--- src/rtl/serial_paralelo_verde.sv ---
// Serial-to-parallel receiver with comma-based byte alignment.
// Shifts one bit per clk32_f edge (MSB first), hunts for the COMMA byte on a
// sliding window, confirms BC_LOCK consecutive aligned commas, then delivers
// every non-comma byte on data_out/valid_out for one byte period.
//
// Ports:
//   clk32_f   - bit-rate clock, all logic on its rising edge
//   reset     - synchronous, active-high reset
//   data_in   - serial bit stream, MSB of each byte first
//   data_out  - last received non-COMMA byte
//   valid_out - data_out holds a byte received in the current byte period
//   active    - alignment locked and BC_LOCK commas seen
module serial_paralelo_verde #(
  parameter logic [7:0]  COMMA   = 8'hBC,
  parameter int unsigned BC_LOCK = 4
) (
  input  logic       clk32_f,
  input  logic       reset,
  input  logic       data_in,
  output logic [7:0] data_out,
  output logic       valid_out,
  output logic       active
);

  localparam int unsigned BC_W = (BC_LOCK > 1) ? $clog2(BC_LOCK + 1) : 1;
  localparam logic [BC_W-1:0] BC_TARGET = BC_W'(BC_LOCK);
  // With a lock count of one the first comma already completes the lock.
  localparam logic LOCK_ON_FIRST = (BC_LOCK <= 1);

  typedef enum logic [1:0] {
    SEARCH = 2'd0,
    ALIGN  = 2'd1,
    ACTIVE = 2'd2
  } state_t;

  state_t          state_q, state_d;
  logic [7:0]      sr_q;
  logic [2:0]      bit_cnt_q, bit_cnt_d;
  logic [BC_W-1:0] bc_cnt_q, bc_cnt_d;
  logic [7:0]      data_q, data_d;
  logic            valid_q, valid_d;
  logic            active_q;

  logic [7:0]      cur_byte_c;
  logic            is_comma_c;
  logic            byte_done_c;
  logic [BC_W-1:0] bc_inc_c;

  // Current byte includes the bit being sampled on this edge.
  assign cur_byte_c  = {sr_q[6:0], data_in};
  assign is_comma_c  = (cur_byte_c == COMMA);
  assign byte_done_c = (bit_cnt_q == 3'd7);
  assign bc_inc_c    = bc_cnt_q + BC_W'(1);

  // State and datapath registers.
  always_ff @(posedge clk32_f) begin
    if (reset) begin
      state_q   <= SEARCH;
      sr_q      <= 8'h00;
      bit_cnt_q <= 3'd0;
      bc_cnt_q  <= '0;
      data_q    <= 8'h00;
      valid_q   <= 1'b0;
      active_q  <= 1'b0;
    end else begin
      state_q   <= state_d;
      sr_q      <= cur_byte_c;
      bit_cnt_q <= bit_cnt_d;
      bc_cnt_q  <= bc_cnt_d;
      data_q    <= data_d;
      valid_q   <= valid_d;
      active_q  <= (state_q == ACTIVE);
    end
  end

  // Next-state and next-output logic.
  always_comb begin
    state_d   = state_q;
    bit_cnt_d = bit_cnt_q;
    bc_cnt_d  = bc_cnt_q;
    data_d    = data_q;
    valid_d   = valid_q;
    case (state_q)
      SEARCH: begin
        // Sliding window: any bit position may start a byte.
        if (is_comma_c) begin
          bit_cnt_d = 3'd0;
          bc_cnt_d  = BC_W'(1);
          state_d   = LOCK_ON_FIRST ? ACTIVE : ALIGN;
        end
      end
      ALIGN: begin
        bit_cnt_d = bit_cnt_q + 3'd1;
        if (byte_done_c) begin
          if (is_comma_c) begin
            bc_cnt_d = bc_inc_c;
            if (bc_inc_c == BC_TARGET) begin
              state_d = ACTIVE;
            end
          end else begin
            bc_cnt_d = '0;
            state_d  = SEARCH;
          end
        end
      end
      ACTIVE: begin
        // Only byte-aligned windows are looked at; no exit short of reset.
        bit_cnt_d = bit_cnt_q + 3'd1;
        if (byte_done_c) begin
          if (is_comma_c) begin
            valid_d = 1'b0;
          end else begin
            data_d  = cur_byte_c;
            valid_d = 1'b1;
          end
        end
      end
      default: begin
        state_d = SEARCH;
      end
    endcase
  end

  assign data_out  = data_q;
  assign valid_out = valid_q;
  assign active    = active_q;

endmodule
--- config.mk ---
export PLATFORM = sky130hd
export DESIGN_NAME = serial_paralelo_verde
export DESIGN_NICKNAME = d
export VERILOG_FILES = /design/src/rtl/serial_paralelo_verde.sv
export SDC_FILE = /design/constraint.sdc
export NUM_CORES = 1
export LEC_CHECK = 0
export BUFFER_PORTS_ARGS = -buffer_cell sky130_fd_sc_hd__buf_4
export CAP_MARGIN = 20
export CORE_MARGIN = 1
export CORE_UTILIZATION = 40
export DETAILED_ROUTE_END_ITERATION = 8
export HOLD_SLACK_MARGIN = 0.05
export SLEW_MARGIN = 20
export SYNTH_ARGS = -nofsm -noshare
export SYNTH_HDL_FRONTEND = slang
export SYNTH_SLANG_ARGS = --single-unit
--- constraint.sdc ---
create_clock -name clk32_f -period 3.73 [get_ports clk32_f]
set_input_delay 0.746 -clock clk32_f [delete_from_list [all_inputs] [get_ports clk32_f]]
set_output_delay 0.746 -clock clk32_f [all_outputs]
set_load 0.05 [all_outputs]
[After elaboration in Yosys (flattened, before gate mapping)]
Index checks and enable logic that the tools add are counted.
Widths: inputs -> output; s select.
Cells by class
  add/subtract/negate cells: 2
  equal/unequal tests: 8
  muxes and demuxes: 12
  bitwise gates (word level): 2
  reduce and logical (&&, ||, !) cells: 9
Operator list (number)
  $mux 3: 4
  $pmux 3 s2: 2
  $eq 8x8->1 const B: 1
  $mux 2: 4
  $add 3x1->3 const B: 2
  $eq 3x3->1 const B: 2
  $pmux 2 s3: 1
  $reduce_and 3->1: 2
  $ne 2x2->1 const B: 2
  $reduce_and 2->1: 2
  $reduce_and 4->1: 1
  $reduce_bool 2->1: 2
  $ne 3x3->1 const B: 1
  $eq 2x1->1 const B: 1
  $eq 2x2->1 const B: 1
  $logic_not 2->1: 1
  $not 1->1: 2
  $reduce_or 2->1: 1
  $mux 1: 1
Word-level totals
  register bits after elaboration: 25
  input port bits: 3
  output and inout port bits: 10
  word-level logic and storage cells: 40

[Logic depth before layout (Yosys ltp)]
  word-level depth: 6
  mapped depth: 7

[Worst setup path before layout]
OpenSTA, ideal clock, no wires.
  path type: input to register
  from: input port data_in
  to: register state_q[0]
  setup time: 0.128 ns
  arrival: 1.667 ns
  required time: 3.602 ns
  path slack: 1.935 ns
  stages: 4
  path buffers: 0
  cell sequence: or4b_4 > nor2_4 > a311oi_1 > mux2i_1
On the way
  cells in the longest elaborated chain, start to end: 4
RTL lines
  start: declaration: line 19  | input logic data_in,
  $eq 8x8->1 (*): line 51  | assign is_comma_c = (cur_byte_c == COMMA);
  $mux 2: line 95  | if (is_comma_c) begin
  $mux 2: line 94  | if (byte_done_c) begin
  $pmux 2 s3: line 83  | case (state_q)
  end signal: assignment: line 66  | state_q <= state_d;
  end: declaration: line 36  | state_t state_q, state_d;
Every way passes the cells marked *; elsewhere a longest branch is shown, timed or not. The select of a mux whose other input is x is not followed.
A chain may end at the register's enable or synchronous reset.

[Worst setup path after layout]
  from: register bit_cnt_q[0]
  to: register data_q[3], in the netlist data_out[3]
On the way
  cells in the longest elaborated chain, start to end: 2
RTL lines
  start: declaration: line 38  | logic [2:0] bit_cnt_q, bit_cnt_d;
  start signal: assignment: line 68  | bit_cnt_q <= bit_cnt_d;
  $eq 3x3->1: line 52  | assign byte_done_c = (bit_cnt_q == 3'd7);
  $reduce_and 3->1 (no line)
  end signal: assignment: line 70  | data_q <= data_d;
  end: declaration: line 40  | logic [7:0] data_q, data_d;
No other way between the ends.

==> key figures <==
Status
  – Outcome: finished, final reports clean

Detailed routing
  – Drt wl/cell: 13.24 microns
  – DR DRC count: 0
  – Iter 0 DRT Violations: 4
  – Via density: 5.250
  – Via count: 798
  – Post-DRT Antenna Nets: 0
  – DR pass1 iterations: 4
  – WL final: 2013 microns

GRT
  – Overflow after GRT: 0
  – Gr busiest metal: met2
  – Vias in the first global route: 739
  – Initial antenna violation count: 0
  – Largest net degree at the start of global routing: 27
  – First-pass GRT wire length: 3381 microns
  – Met3 Use GR: 0.03672
  – Total GRT Usage: 0.1641
  – M1 GR Usage: 0.2072
  – Met2 GRT Util: 0.2622

CTS
  – CTS resizes: 0
  – CTS H-tree lvls: 1
  – Clock latency at the later pin of the worst-skew pair: 310 ps
  – CTS Hold Bufs: 0
  – Num CTS Buffers: 3
  – Post-CTS setup buffers: 0
  – Max Root-Sink Buffers: 2
  – Clk slew on worst S/H paths: 130 ps
  – Clock sink count: 25
  – CTS tree: built
  – CTS root buffer: clkbuf_4

Setup path
  – CP endpoint kind: flip-flop
  – Critical path class: flip-flop to flip-flop
  – Max FO, Critical Path: 9
  – CP Launch Type: flip-flop
  – WP data arrival: 2330 ps
  – WP data required: 3940 ps

STA
  – Setup violators final: 0
  – Worst Max-Slew Pin Slew: 1027 ps
  – Fin. Hold Viols: 0
  – Crit share post-route: 0.5692
  – Final slew viol count: 0
  – Min Hold Slack: 493.4 ps
  – Fmax: 471.0 MHz
  – Setup TNS Final: 0 ps
  – Unrepaired setup endpoints after global routing: false
  – Post-route clock skew: 5.751 ps
  – Post-route minimum period: 2123 ps
  – Max-slew headroom: 0.3150

Synth
  – Synth top cells by count: dfxtp_1 (25), mux2i_1 (10), nor2_1 (10), nor2b_1 (10), ha_1 (8)
  – Async SR Flop Fraction: 0
  – Top cell type's share of synthesized area: 0.4592
  – Post-Synth Simple-Gate Area: 0.2113
  – Adder-Cell Fraction of Synth Area: 0.09185
  – Post-synthesis sequential area ratio: 0.4592
  – Post-synth EDFFs: 0
  – Post-synthesis mux area share: 0.09185
  – Yosys cell types: 30
  – Synth Register Bits: 25
  – Count leader, synth: dfxtp_1
  – Largest area contributor in the synthesized netlist: dfxtp_1
  – Post-Syn Nets: 121
  – Warning count from the yosys run: 0
  – Top FF cell, synth: dfxtp_1
  – Area contributors post-synth: dfxtp_1 (46%), ha_1 (9.2%), mux2i_1 (9.2%), nor2b_1 (5.7%), nor2_1 (3.4%)
  – Post-synthesis compound-gate area fraction: 0.1171
  – Largest family of logic cells by synthesized area: simple AND/OR/NAND/NOR gates
  – Mapped Cells: 110
  – Post-synthesis xor/xnor area fraction: 0
  – Cell Area, Synth: 1090 sq um
  – Syn_area_per_cell: 9.907 sq um

Placed design
  – RD Place Congestion: 0.7599
  – DPL Wire Length: 1443 microns
  – Post-DP Area: 1201 sq um
  – Inst Count DP: 148
  – I/O Buffers: 12

Pwr
  – Pwr/cell area: 324.7 nW/um^2
  – Clock power frac: 0.300
  – Sequential Power Share: 0.679
  – Sw Ratio: 0.2132
  – VDD IR max: 0.2208 mV
  – Net Sw Power: 84.97 uW
  – Logic pwr share: 0.021
  – LEAKAGE: 0.4723 nW
  – P_int: 313.6 uW

Cells and area
  – Final nets: 134
  – N_diodes: 0
  – Finished layout cell area: 1227 sq um
  – Fillcell total: 242
  – Layout Utilization: 0.4866
  – Fraction of layout instances using a drive strength above 1: 0.1475
  – Area Overhead vs Synth: 12.63%
  – Non-filler cells in the finished layout: 152

Floorplan
  – IO Count: 13
  – Core area: 2522 sq um
  – Die ar.: 2937 sq um
  – Die X: 54.20 microns
  – Initial Util: 0.4320
  – Site Rows: 18
  – Die H: 54.20 microns

Worst hold path
  – HP Class: flip-flop to flip-flop

Run
  – Max Cap Viol: 0
-- logic make-up after synthesis --
family,after synthesis
flops,25
simple gates,37
fa+ha+maj,8
buf+inv,8
mux,10
compound gates,22
-- power by group through the flow --
stage / sequential [mW] / combinational (mW) / clock (mW)
6_report: 0.270 / 0.00837 / 0.120
3_5_place_dp: 0.276 / 0.00841 / 0
4_1_cts: 0.270 / 0.00839 / 0.127
5_1_grt: 0.271 / 0.00946 / 0.138
3_3_place_gp: 0.276 / 0.00815 / 0
2_1_floorplan: 0.276 / 0.00475 / 0
-- worst paths after layout --
path | slack, ps | to | from | depth (start not counted)
min | 490 | bit_cnt_q[1]$_SDFFE_PP0P_ | bit_cnt_q[1]$_SDFFE_PP0P_ | 2
min reg2reg | 490 | bit_cnt_q[1]$_SDFFE_PP0P_ | bit_cnt_q[1]$_SDFFE_PP0P_ | 2
max reg2reg | 1610 | data_out[3]$_SDFFE_PP0P_ | bit_cnt_q[0]$_SDFFE_PP0P_ | 6
max | 1610 | data_out[3]$_SDFFE_PP0P_ | bit_cnt_q[0]$_SDFFE_PP0P_ | 6
-- area by class of cell --
type                       instances  area, sq um  area share
timing repair buffer              12        90.09     0.07339
multi-input combinational         77        558.0      0.4546
tap                               30        37.54     0.03058
sequential                        25        500.5      0.4077
inverter                           4        15.01     0.01223
clock buffer                       4        26.28     0.02141
-- state kept, by name (all words and copies together), names as in the netlist --
register and count:
active 1, sr_q 7, bit_cnt_q 3, data_out 8
bc_cnt_q 3, valid_out 1, state_q 2
-- layout by cell type, fill, tap and decap left out --
master,instances
dfxtp_1,25
buf_4,12
mux2i_1,10
nor2_1,10
nor2b_1,10
ha_1,8
a21oi_1,7
o21ai_0,7
inv_1,4
nand4_1,3
clkbuf_4,3
nand3_1,2
nand2b_1,2
o31ai_1,2
nor4b_2,1
and4_1,1
nand2_1,1
a21boi_1,1
or4b_4,1
o21ai_1,1
nand3b_1,1
nor2_4,1
and3_1,1
nand4b_1,1
a31oi_1,1
a21o_1,1
a311oi_1,1
nor4_1,1
a211oi_1,1
nor3b_1,1
clkbuf_1,1
-- stage by stage --
step / setup WS (ps) / power [mW]
floorplan: 1935 / 0.2805
global route: 1429 / 0.4182
finish: 1607 / 0.3986
global placement: 1566 / 0.2846
CTS: 1582 / 0.4056
detailed placement: 1538 / 0.2848
-- worst max-delay path, cell delays in order, from the launching register on --
cell and delay, ps:
dfxtp_1 370, ha_1 160, ha_1 260, nand2_1 100, a21oi_1 790, mux2i_1 290, nor2_1 50
-- per-layer routing --
metal | wire length, microns | part of all wire
met4 | 30 | 0.015
met5 | 0 | 0
met3 | 80 | 0.040
met2 | 918 | 0.46
met1 | 983 | 0.49
No activity file was read; power rests on OpenSTA's default activity.
